--- config.mk ---
export PLATFORM = sky130hd
export DESIGN_NAME = fifo_stream_out
export DESIGN_NICKNAME = d
export VERILOG_FILES = /design/src/rtl/fifo_stream_out.sv
export SDC_FILE = /design/constraint.sdc
export NUM_CORES = 1
export LEC_CHECK = 0
export ABC_AREA = 1
export CORE_MARGIN = 5
export CORE_UTILIZATION = 56
export CTS_CLUSTER_DIAMETER = 40
export DETAILED_ROUTE_END_ITERATION = 16
export PLACE_DENSITY = 0.83
export SLEW_MARGIN = 15
export SYNTH_ARGS = -nofsm -noshare
export SYNTH_HDL_FRONTEND = slang
export SYNTH_SLANG_ARGS = --single-unit
--- constraint.sdc ---
create_clock -name clk -period 3 [get_ports clk]
set_input_delay 0.6 -clock clk [delete_from_list [all_inputs] [get_ports clk]]
set_output_delay 0.6 -clock clk [all_outputs]
set_load 0.05 [all_outputs]
--- src/rtl/fifo_stream_out.sv ---
`default_nettype none
// ============================================================================
// Module   : fifo_stream_out
// Purpose  : Prefetching read-side adapter; turns a FIFO empty/rd_en port into
//            a registered valid/ready stream through a 3-entry output buffer.
// Revision : 1.0 - initial release
// ============================================================================
module fifo_stream_out #(
    parameter int DATA_WIDTH = 8
) (
    input  logic                  clk,
    input  logic                  rst_n,
    input  logic                  fifo_empty_i,
    output logic                  fifo_rd_en_o,
    input  logic [DATA_WIDTH-1:0] fifo_rd_data_i,
    input  logic                  flush_i,
    output logic                  m_valid_o,
    output logic [DATA_WIDTH-1:0] m_data_o,
    input  logic                  m_ready_i,
    output logic [1:0]            level_o
);

    localparam logic [2:0] c_depth    = 3'd3;
    localparam logic [1:0] c_last_idx = 2'd2;

    generate
        if (DATA_WIDTH < 1) begin : g_width_check
            $error("fifo_stream_out: DATA_WIDTH must be >= 1");
        end
    endgenerate

    logic [1:0]            r_count;
    logic [1:0]            r_wr_ptr;
    logic [1:0]            r_rd_ptr;
    logic                  r_inflight;
    logic [DATA_WIDTH-1:0] r_buf [0:2];

    logic [2:0] w_occupancy;
    logic       w_capture;
    logic       w_pop;

    function automatic logic [1:0] next_ptr(input logic [1:0] ptr);
        return (ptr == c_last_idx) ? 2'd0 : ptr + 2'd1;
    endfunction

    // Words held plus the one still returning from the FIFO must fit in the buffer.
    assign w_occupancy  = {1'b0, r_count} + {2'b00, r_inflight};
    assign fifo_rd_en_o = rst_n && !fifo_empty_i && !flush_i && (w_occupancy < c_depth);
    assign w_capture    = r_inflight && !flush_i;
    assign w_pop        = m_valid_o && m_ready_i;

    always_ff @(posedge clk or negedge rst_n) begin
        if (!rst_n) begin
            r_count    <= 2'd0;
            r_wr_ptr   <= 2'd0;
            r_rd_ptr   <= 2'd0;
            r_inflight <= 1'b0;
        end else if (flush_i) begin
            r_count    <= 2'd0;
            r_wr_ptr   <= 2'd0;
            r_rd_ptr   <= 2'd0;
            r_inflight <= 1'b0;
        end else begin
            r_inflight <= fifo_rd_en_o;
            if (w_capture) begin
                r_wr_ptr <= next_ptr(r_wr_ptr);
            end
            if (w_pop) begin
                r_rd_ptr <= next_ptr(r_rd_ptr);
            end
            case ({w_capture, w_pop})
                2'b10:   r_count <= r_count + 2'd1;
                2'b01:   r_count <= r_count - 2'd1;
                default: r_count <= r_count;
            endcase
        end
    end

    generate
        for (genvar i = 0; i < 3; i++) begin : g_entry
            always_ff @(posedge clk or negedge rst_n) begin
                if (!rst_n) begin
                    r_buf[i] <= '0;
                end else if (w_capture && (r_wr_ptr == 2'(i))) begin
                    r_buf[i] <= fifo_rd_data_i;
                end
            end
        end
    endgenerate

    always_comb begin
        m_data_o = r_buf[0];
        case (r_rd_ptr)
            2'd1:    m_data_o = r_buf[1];
            2'd2:    m_data_o = r_buf[2];
            default: m_data_o = r_buf[0];
        endcase
    end

    assign m_valid_o = (r_count != 2'd0);
    assign level_o   = r_count;

endmodule
`default_nettype wire

==> run summary, run 1 <==
The XOR/XNOR share of the synthesized area came out at 0.00560. The basic-gate share of the synthesized area counting and, or, nand and nor cells came out at 0.210. At the pin with the least slew margin, the transition time is 507 ps. The max-slew headroom at the worst pin is 0.661.

The arrival time of the worst setup path came out at 2140 ps. After synthesis the netlist holds a flip-flop and latch count of 31. After synthesis the cells add up to 0.00156 mm2. TritonCTS built the clock tree.

The violation count after the first detailed-routing iteration came out at 52. The peak clock frequency supported by timing is about 360 MHz. For this design the ratio of total power to cell area is 673 mW/mm2. The average wire per cell in the routed design is 14.3 um.

The run finished with clean final reports. In the layout the commonest cells are sky130_fd_sc_hd__nand2_1 (49), sky130_fd_sc_hd__dfrtp_1 (31), sky130_fd_sc_hd__o21ai_2 (16), sky130_fd_sc_hd__clkdlybuf4s50_1 (16), sky130_fd_sc_hd__inv_1 (14). The count of warnings emitted by yosys came out at 0. The sequential cell area fraction in the yosys report is 0.496. The adder-cell share of the synthesized area came out at 0.0400.

The time the worst path needs with I/O delays and setup is 2740 ps. Along the worst hold path, the cell count comes to 2. Of all nets on the critical path, the largest fanout is 3. The first global-routing pass estimated 5660 um of wire. The number of cells after detailed placement came out at 222.

The initial antenna violation count is 0. Once layout is complete, the cells apart from fillers number between 200 and 250. The number of resized instances in the post-cts repair step is 0. The number of distinct library cells after synthesis is 25. The worst hold-check slack came out at 496 ps. The global-route usage over all layers is 0.177. The detail route stage leaves a number of antenna-violating nets equal to 0. The endpoint with the worst hold slack is r_buf[5]$_DFFE_PN0P_. The synthesized net count is 188. The height of the chip is between 60 and 70 um. The buffers inserted during post-CTS setup optimization came out at 0. The share of flip-flops with an asynchronous set or reset after synthesis is 1.00. The number of max-slew violations in the final report is 0. Max-cap violations in this run came to 0. Setup violations remaining at the end of the flow were counted as 0. The number of buffers between clock root and the deepest sink is 2.

The H-tree was split into 2 levels. At the worst endpoint, the required time is 2400 ps. The post-layout net count came out at 216. In the routed design, unresolved DRC markers number 0.

The number of antenna cells inserted is 0. The maximum number of pins on one net before global-route repair came out at 32. The tightest min-delay check is of the reg -> reg type. After synthesis, the largest family of logic cells by area is simple AND/OR/NAND/NOR gates. The fraction of final layout cells with drive strength greater than 1 is 0.217. The most used flip-flop cell after synthesis is sky130_fd_sc_hd__dfrtp_1.

The maximum resistive drop on vdd came out at 552 uV. The post-synthesis cell count is 170. The effective utilization at floorplan is 0.577. The number of cell instances on the worst register-to-register path came out at 3.

The via count normalized by instance count came out at 5.42. The worst setup path is captured at an output port. The per-instance average area after synthesis is 9.20 um2. The analysis attributes to cell leakage a power of roughly 0.89 nW. The area fraction in compound gates after synthesis came out at 0.176. The overall routed net length is 3270 um.

The setup clock skew after layout came out at 7.73 ps. The terminus of the critical flop-to-flop path is r_inflight$_DFF_PN0_. The multiplexer area fraction after synthesis came out at 0. The overall die width is approximately 63 um. During I/O placement, the number of pins put on the boundary was 25. The clock reaches the later pin of the worst-skew pair after 320 ps. The number of global-route vias before repair came out at 1253.

The number of I/O port buffers came out at 24. The region available for standard cell placement spans 0.00271 mm2. The placement row count is 19. The critical path class is reg -> out. The growth of design area from synthesis to finish is 19.7%.

The most common cell after layout, fill and taps aside is sky130_fd_sc_hd__nand2_1. The leftover overflow at the end of global routing came out at 0. The total iterations of the first detailed-routing run came out at 4. The clock slew seen by the registers of the worst setup and hold paths came out at 90 ps. In the final timing run, aggregate negative setup slack is 0 ps. The number of hold-slack violations in the final timing report is 0. The fill cell total of the finished layout is roughly 210. The total vias in the final route is roughly 1200. The worst register-to-register path has a setup slack of 1720 ps. Setup repair after global routing left no endpoint under its margin. The root buffer cell chosen for the clock tree is sky130_fd_sc_hd__clkbuf_4.

The worst register-to-register path begins at level_o[0]$_DFFE_PN0P_. The HPWL after detailed placement is 2420 um. The die covers 0.00395 mm2. TritonCTS created 5 clock buffers. The sink count of the clock tree is 31.

The share of the core filled with cells in the final layout came out at 0.691. The type of element launching the critical path is a flop. The number of enable-type register cells in the synthesized netlist is 0. The total of hold buffers inserted after clock tree synthesis is 0. The final period utilization is 0.914. The startpoint identified for the worst hold timing path is r_buf[5]$_DFFE_PN0P_. Overall power consumption after layout is estimated at 1.26 mW. Routability-driven placement finished with a final weighted congestion of 0.743.
==> cell type report <==
| cell class | count | area [um2] | share of cell area |
|---|---|---|---|
| clock buffer | 6 | 51.3 | 0.0274 |
| clock inverter | 1 | 5.00 | 0.00267 |
| inverter | 16 | 62.6 | 0.0334 |
| multi-input combinational | 116 | 676 | 0.361 |
| sequential | 31 | 776 | 0.414 |
| tap | 31 | 38.8 | 0.0207 |
| timing repair buffer | 28 | 263 | 0.140 |
==> metal layers <==
layer,GRT usage,part of all wire,vias to the layer above,wire length [um]
met5,0,0,-,0
met2,0.285,0.50,40,1640
met4,0.0504,0.0098,0,32
met3,0.0576,0.060,5,196
li1,-,-,611,-
met1,0.228,0.43,586,1400
==> registers in the layout, summed over array words and instances (netlist names) <==
| name | cells |
|---|---|
| r_buf | 24 |
| level_o | 2 |
| r_rd_ptr | 2 |
| r_wr_ptr | 2 |
| r_inflight | 1 |
==> stage by stage <==
| step | instance area (um2) | setup WS [ps] |
|---|---|---|
| 6_report | 1870 | 258 |
| 5_1_grt | 1870 | 170 |
| 4_1_cts | 1870 | 260 |
| 3_5_place_dp | 1820 | 554 |
| 3_3_place_gp | 1820 | 615 |
| 2_1_floorplan | 1560 | 8.31 |
==> worst max path at each step <==
stage	from	to	slack [ps]	depth (start not counted)
CTS	r_rd_ptr[0]$_DFFE_PN0P_	m_data_o[7]	260	4
finish	r_rd_ptr[0]$_DFFE_PN0P_	m_data_o[7]	260	4
global route	r_rd_ptr[0]$_DFFE_PN0P_	m_data_o[7]	170	5
detailed placement	flush_i	fifo_rd_en_o	550	5
floorplan	level_o[0]$_DFFE_PN0P_	fifo_rd_en_o	8	3
global placement	flush_i	fifo_rd_en_o	610	5
==> power by group <==
part           switching (mW)  internal, mW
logic                   0.347         0.170
registers              0.0343         0.469
clock network           0.131         0.108
total                   0.512         0.747
==> cells in the mapped netlist (2+ instances only) <==
| cell type | instances | area share |
|---|---|---|
| sky130_fd_sc_hd__nand2_1 | 49 | 0.12 |
| sky130_fd_sc_hd__dfrtp_1 | 31 | 0.50 |
| sky130_fd_sc_hd__o21ai_2 | 16 | 0.090 |
| sky130_fd_sc_hd__inv_1 | 14 | 0.034 |
| sky130_fd_sc_hd__a31oi_1 | 8 | 0.032 |
| sky130_fd_sc_hd__nor2_1 | 8 | 0.019 |
| sky130_fd_sc_hd__o21ai_1 | 8 | 0.026 |
| sky130_fd_sc_hd__ha_1 | 5 | 0.040 |
| sky130_fd_sc_hd__nand3_1 | 5 | 0.016 |
| sky130_fd_sc_hd__o21ai_0 | 5 | 0.016 |
| sky130_fd_sc_hd__buf_6 | 3 | 0.022 |
| sky130_fd_sc_hd__nand3_4 | 3 | 0.034 |
| sky130_fd_sc_hd__a211oi_1 | 2 | 0.0096 |
| sky130_fd_sc_hd__clkbuf_1 | 2 | 0.0048 |
==> worst max-delay path, cell delays in order, from the launching register on <==
cell and delay [ps]:
sky130_fd_sc_hd__dfrtp_1 370, sky130_fd_sc_hd__inv_1 80, sky130_fd_sc_hd__ha_1 320, sky130_fd_sc_hd__a31oi_1 220, sky130_fd_sc_hd__clkdlybuf4s50_1 850
==> cells by family after synthesis <==
| logic type | Yosys count |
|---|---|
| AOI/OAI and AO/OA | 40 |
| buffers and inverters | 23 |
| adders and majority gates | 5 |
| and+or+nand+nor | 70 |
| DFF | 31 |
| xor gates and xnor gates | 1 |
(Power assumes the default switching activity.)
==> run 2, diff against run 1 <==
--- a/config.mk
+++ b/config.mk
@@ -11,6 +11,7 @@
 export CTS_CLUSTER_DIAMETER = 40
 export DETAILED_ROUTE_END_ITERATION = 16
 export PLACE_DENSITY = 0.83
+export REMOVE_ABC_BUFFERS = 1
 export SLEW_MARGIN = 15
 export SYNTH_ARGS = -nofsm -noshare
 export SYNTH_HDL_FRONTEND = slang
==> run 2 against run 1 <==
  * Critical path type unchanged
  * Highest routed layer unchanged
  * Clock power increased by 43%
  * Clock skew increased by 6.0 ps
  * First-iteration DRC count is the same
  * Fmax is 5.6% higher
==> run summary, run 2 (synthesis gave the netlist of run 1 again) <==
The overall die width is 62.8 um (unchanged). The number of buffers between clock root and the deepest sink came out at 2 (unchanged). The number of failing setup endpoints in the final timing report is 0 (unchanged). The relative contribution of sequential cells to total power is 0.369 (-0.031).

The sink count of the clock tree is 31 (unchanged). The clock slew seen by the registers of the worst setup and hold paths is 90 ps (about the same). STA classifies the critical path startpoint as a flop. The worst setup path startpoint is r_rd_ptr[0]$_DFFE_PN0P_.

The height of the chip was 62.8 um (unchanged). The placement row count was 19 (unchanged). The initial antenna violation count came out at 0 (unchanged). The number of hold-slack violations in the final timing report is 0 (unchanged). The number of antenna cells inserted came out at 0 (unchanged). The post-detailed-route count of antenna-violating nets is 0 (unchanged).

Leaving out fill and tap cells, the most frequent cells in the layout are sky130_fd_sc_hd__nand2_1 (49), sky130_fd_sc_hd__dfrtp_1 (31), sky130_fd_sc_hd__o21ai_2 (16). The max-slew headroom at the worst pin came out at 0.661 (about the same). The buffers inserted during post-CTS setup optimization came out at 0 (unchanged). The final weighted congestion in routability-driven placement came out at 0.738 (-0.66%). The run finished with clean final reports. The post-layout net count came to 214 (-0.93%). The switching power of the nets came out at 0.523 mW (+2.1%).

The maximum number of pins on one net before global-route repair was 32 (unchanged). The clock tree root driver cell is sky130_fd_sc_hd__clkbuf_4. The worst-case setup margin in the final layout was 404 ps (+146 ps). The data required time at the worst endpoint is 2400 ps (about the same). The number of max-slew violations in the final report came to 0 (unchanged).

The global-route usage over all layers was 0.183 (+0.00550). The effective utilization at floorplan is 0.577 (unchanged). The register with the most flip-flops is r_buf.

The slew of the pin with the lowest slew margin is 507 ps (+0.00411 ps). The deepest level of the CTS H-tree is 2 (unchanged). The leftover overflow at the end of global routing came out at 0 (unchanged). The time the worst path needs with I/O delays and setup came out at 2600 ps (-146 ps). The placed wire-length estimate after detailed placement is 2300 um (-5.1%). The most common cell after layout, fill and taps aside is sky130_fd_sc_hd__nand2_1. The count of unresolved DRC violations after routing came out at 0 (unchanged). The overall routed net length is 3290 um (+0.80%). The cell-internal power is 0.836 mW (+12%). The violation count after the first detailed-routing iteration came out at 52 (unchanged). The number of I/O port buffers is 24 (unchanged). The maximum net fanout on the critical path is 11 (+8). The flip-flop count of the largest register after layout is 24 (unchanged).

The floorplan die area was 0.00395 mm2 (unchanged). The total of hold buffers inserted after clock tree synthesis came out at 0 (unchanged). The switching share of power is 0.385 (-0.0220). The total power after layout came out at 1.36 mW (+7.9%). The proportion of power drawn by combinational gates is 0.379 (-0.031). The total of max-cap violations came to 0 (unchanged). The worst setup path is captured at an output port.

The final period utilization came out at 0.865 (-0.0485). In this run the most critical hold path is launched from r_buf[4]$_DFFE_PN0P_. The setup clock skew after layout was 13.7 ps (+6.02 ps). The area inside the core boundary came out at 0.00271 mm2 (unchanged). The worst register-to-register path begins at level_o[0]$_DFFE_PN0P_. The growth of design area from synthesis to finish is 21.8%. The total iterations of the first detailed-routing run came out at 4 (unchanged). The peak clock frequency supported by timing came out at 385 MHz (+5.6%). The leakage power summed over all cells came to 0.938 nW (+5.5%). The top-level port count is 25 (unchanged). The via count normalized by instance count came to 5.51 (+1.7%). The pre-CTS setup slack is 379 ps (-175 ps). The average wire per cell in the routed design came out at 14.4 um (+1.2%). The number of global-route vias before repair came out at 1311 (+4.6%).

The number of buffers added by the clock tree synthesis step is 5 (unchanged). The number of resized instances in the post-cts repair step came out at 0 (unchanged). Setup repair after global routing left no endpoint under its margin. The setup TNS came out at 0 ps (unchanged). The clock latency reported for the late side of the worst-skew pair came out at 340 ps (+20 ps). The critical path is of the reg -> out type. The class of the tightest hold or removal check is reg -> reg. TritonCTS built the clock tree. The wire length of the first global-routing pass came out at 5750 um (+1.6%). The clock network fraction of design power came out at 0.252 (+0.062). The share of the core filled with cells in the final layout came out at 0.703 (+0.0120).

The total vias in the final route came out at 1257 (+1.2%). The fraction of final layout cells with drive strength greater than 1 came out at 0.198 (-0.0192). The total power per unit cell area came to 713 mW/mm2 (+6.1%). The maximum resistive drop on vdd came to 758 uV (+37%).

The arrival time of the worst setup path is 2000 ps (-140 ps).
run 2: area by class of cell:
class / instances / area [um2]
Inverter: 16 / 62.6
Clock buffer: 6 / 51.3
Timing Repair Buffer: 26 / 265
Clock inverter: 2 / 35.0
Multi-Input combinational cell: 116 / 676
Tap cell: 31 / 38.8
Fill cell: 207 / 806
Sequential cell: 31 / 776
run 2: path summary, 6_finish.rpt:
path | to | slack, ps | cells past startpoint
max | m_data_o[0] | 400 | 5
min | r_buf[4]$_DFFE_PN0P_ | 490 | 2
max reg2reg | r_inflight$_DFF_PN0_ | 1710 | 3
min reg2reg | r_buf[4]$_DFFE_PN0P_ | 490 | 2
max in group asynchronous | r_buf[21]$_DFFE_PN0P_ | 2010 | 2
min in group asynchronous | r_buf[2]$_DFFE_PN0P_ | 690 | 2
run 2: metrics by stage:
stage | cell area (um2) | instances | hold WS (ps)
finish | 1900 | 228 | 493
global route | 1900 | 228 | 516
CTS | 1890 | 228 | 493
detailed placement | 1810 | 220 | 467
global placement | 1810 | 220 | 464
floorplan | 1510 | 163 | 304
run 2: layer usage:
| layer | up-vias | global-route usage | part of all wire |
|---|---|---|---|
| li1 | 612 | - | - |
| met1 | 605 | 0.213 | 0.43 |
| met2 | 30 | 0.295 | 0.50 |
| met3 | 10 | 0.0594 | 0.047 |
| met4 | 0 | 0.101 | 0.026 |
| met5 | - | 0 | 0 |
run 2: power by group through the flow:
stage / sequential [mW] / combinational [mW] / clock [mW]
CTS: 0.501 / 0.522 / 0.346
global placement: 0.506 / 0.508 / 0
floorplan: 0.510 / 0.347 / 0
global route: 0.510 / 0.551 / 0.368
finish: 0.501 / 0.515 / 0.342
detailed placement: 0.509 / 0.521 / 0
run 2: critical path, stage by stage, from the launching register on:
cell and delay (ps):
sky130_fd_sc_hd__dfrtp_1 360, sky130_fd_sc_hd__inv_1 70, sky130_fd_sc_hd__ha_1 510, sky130_fd_sc_hd__nor2_1 100, sky130_fd_sc_hd__a31oi_1 170, sky130_fd_sc_hd__dlymetal6s2s_1 450
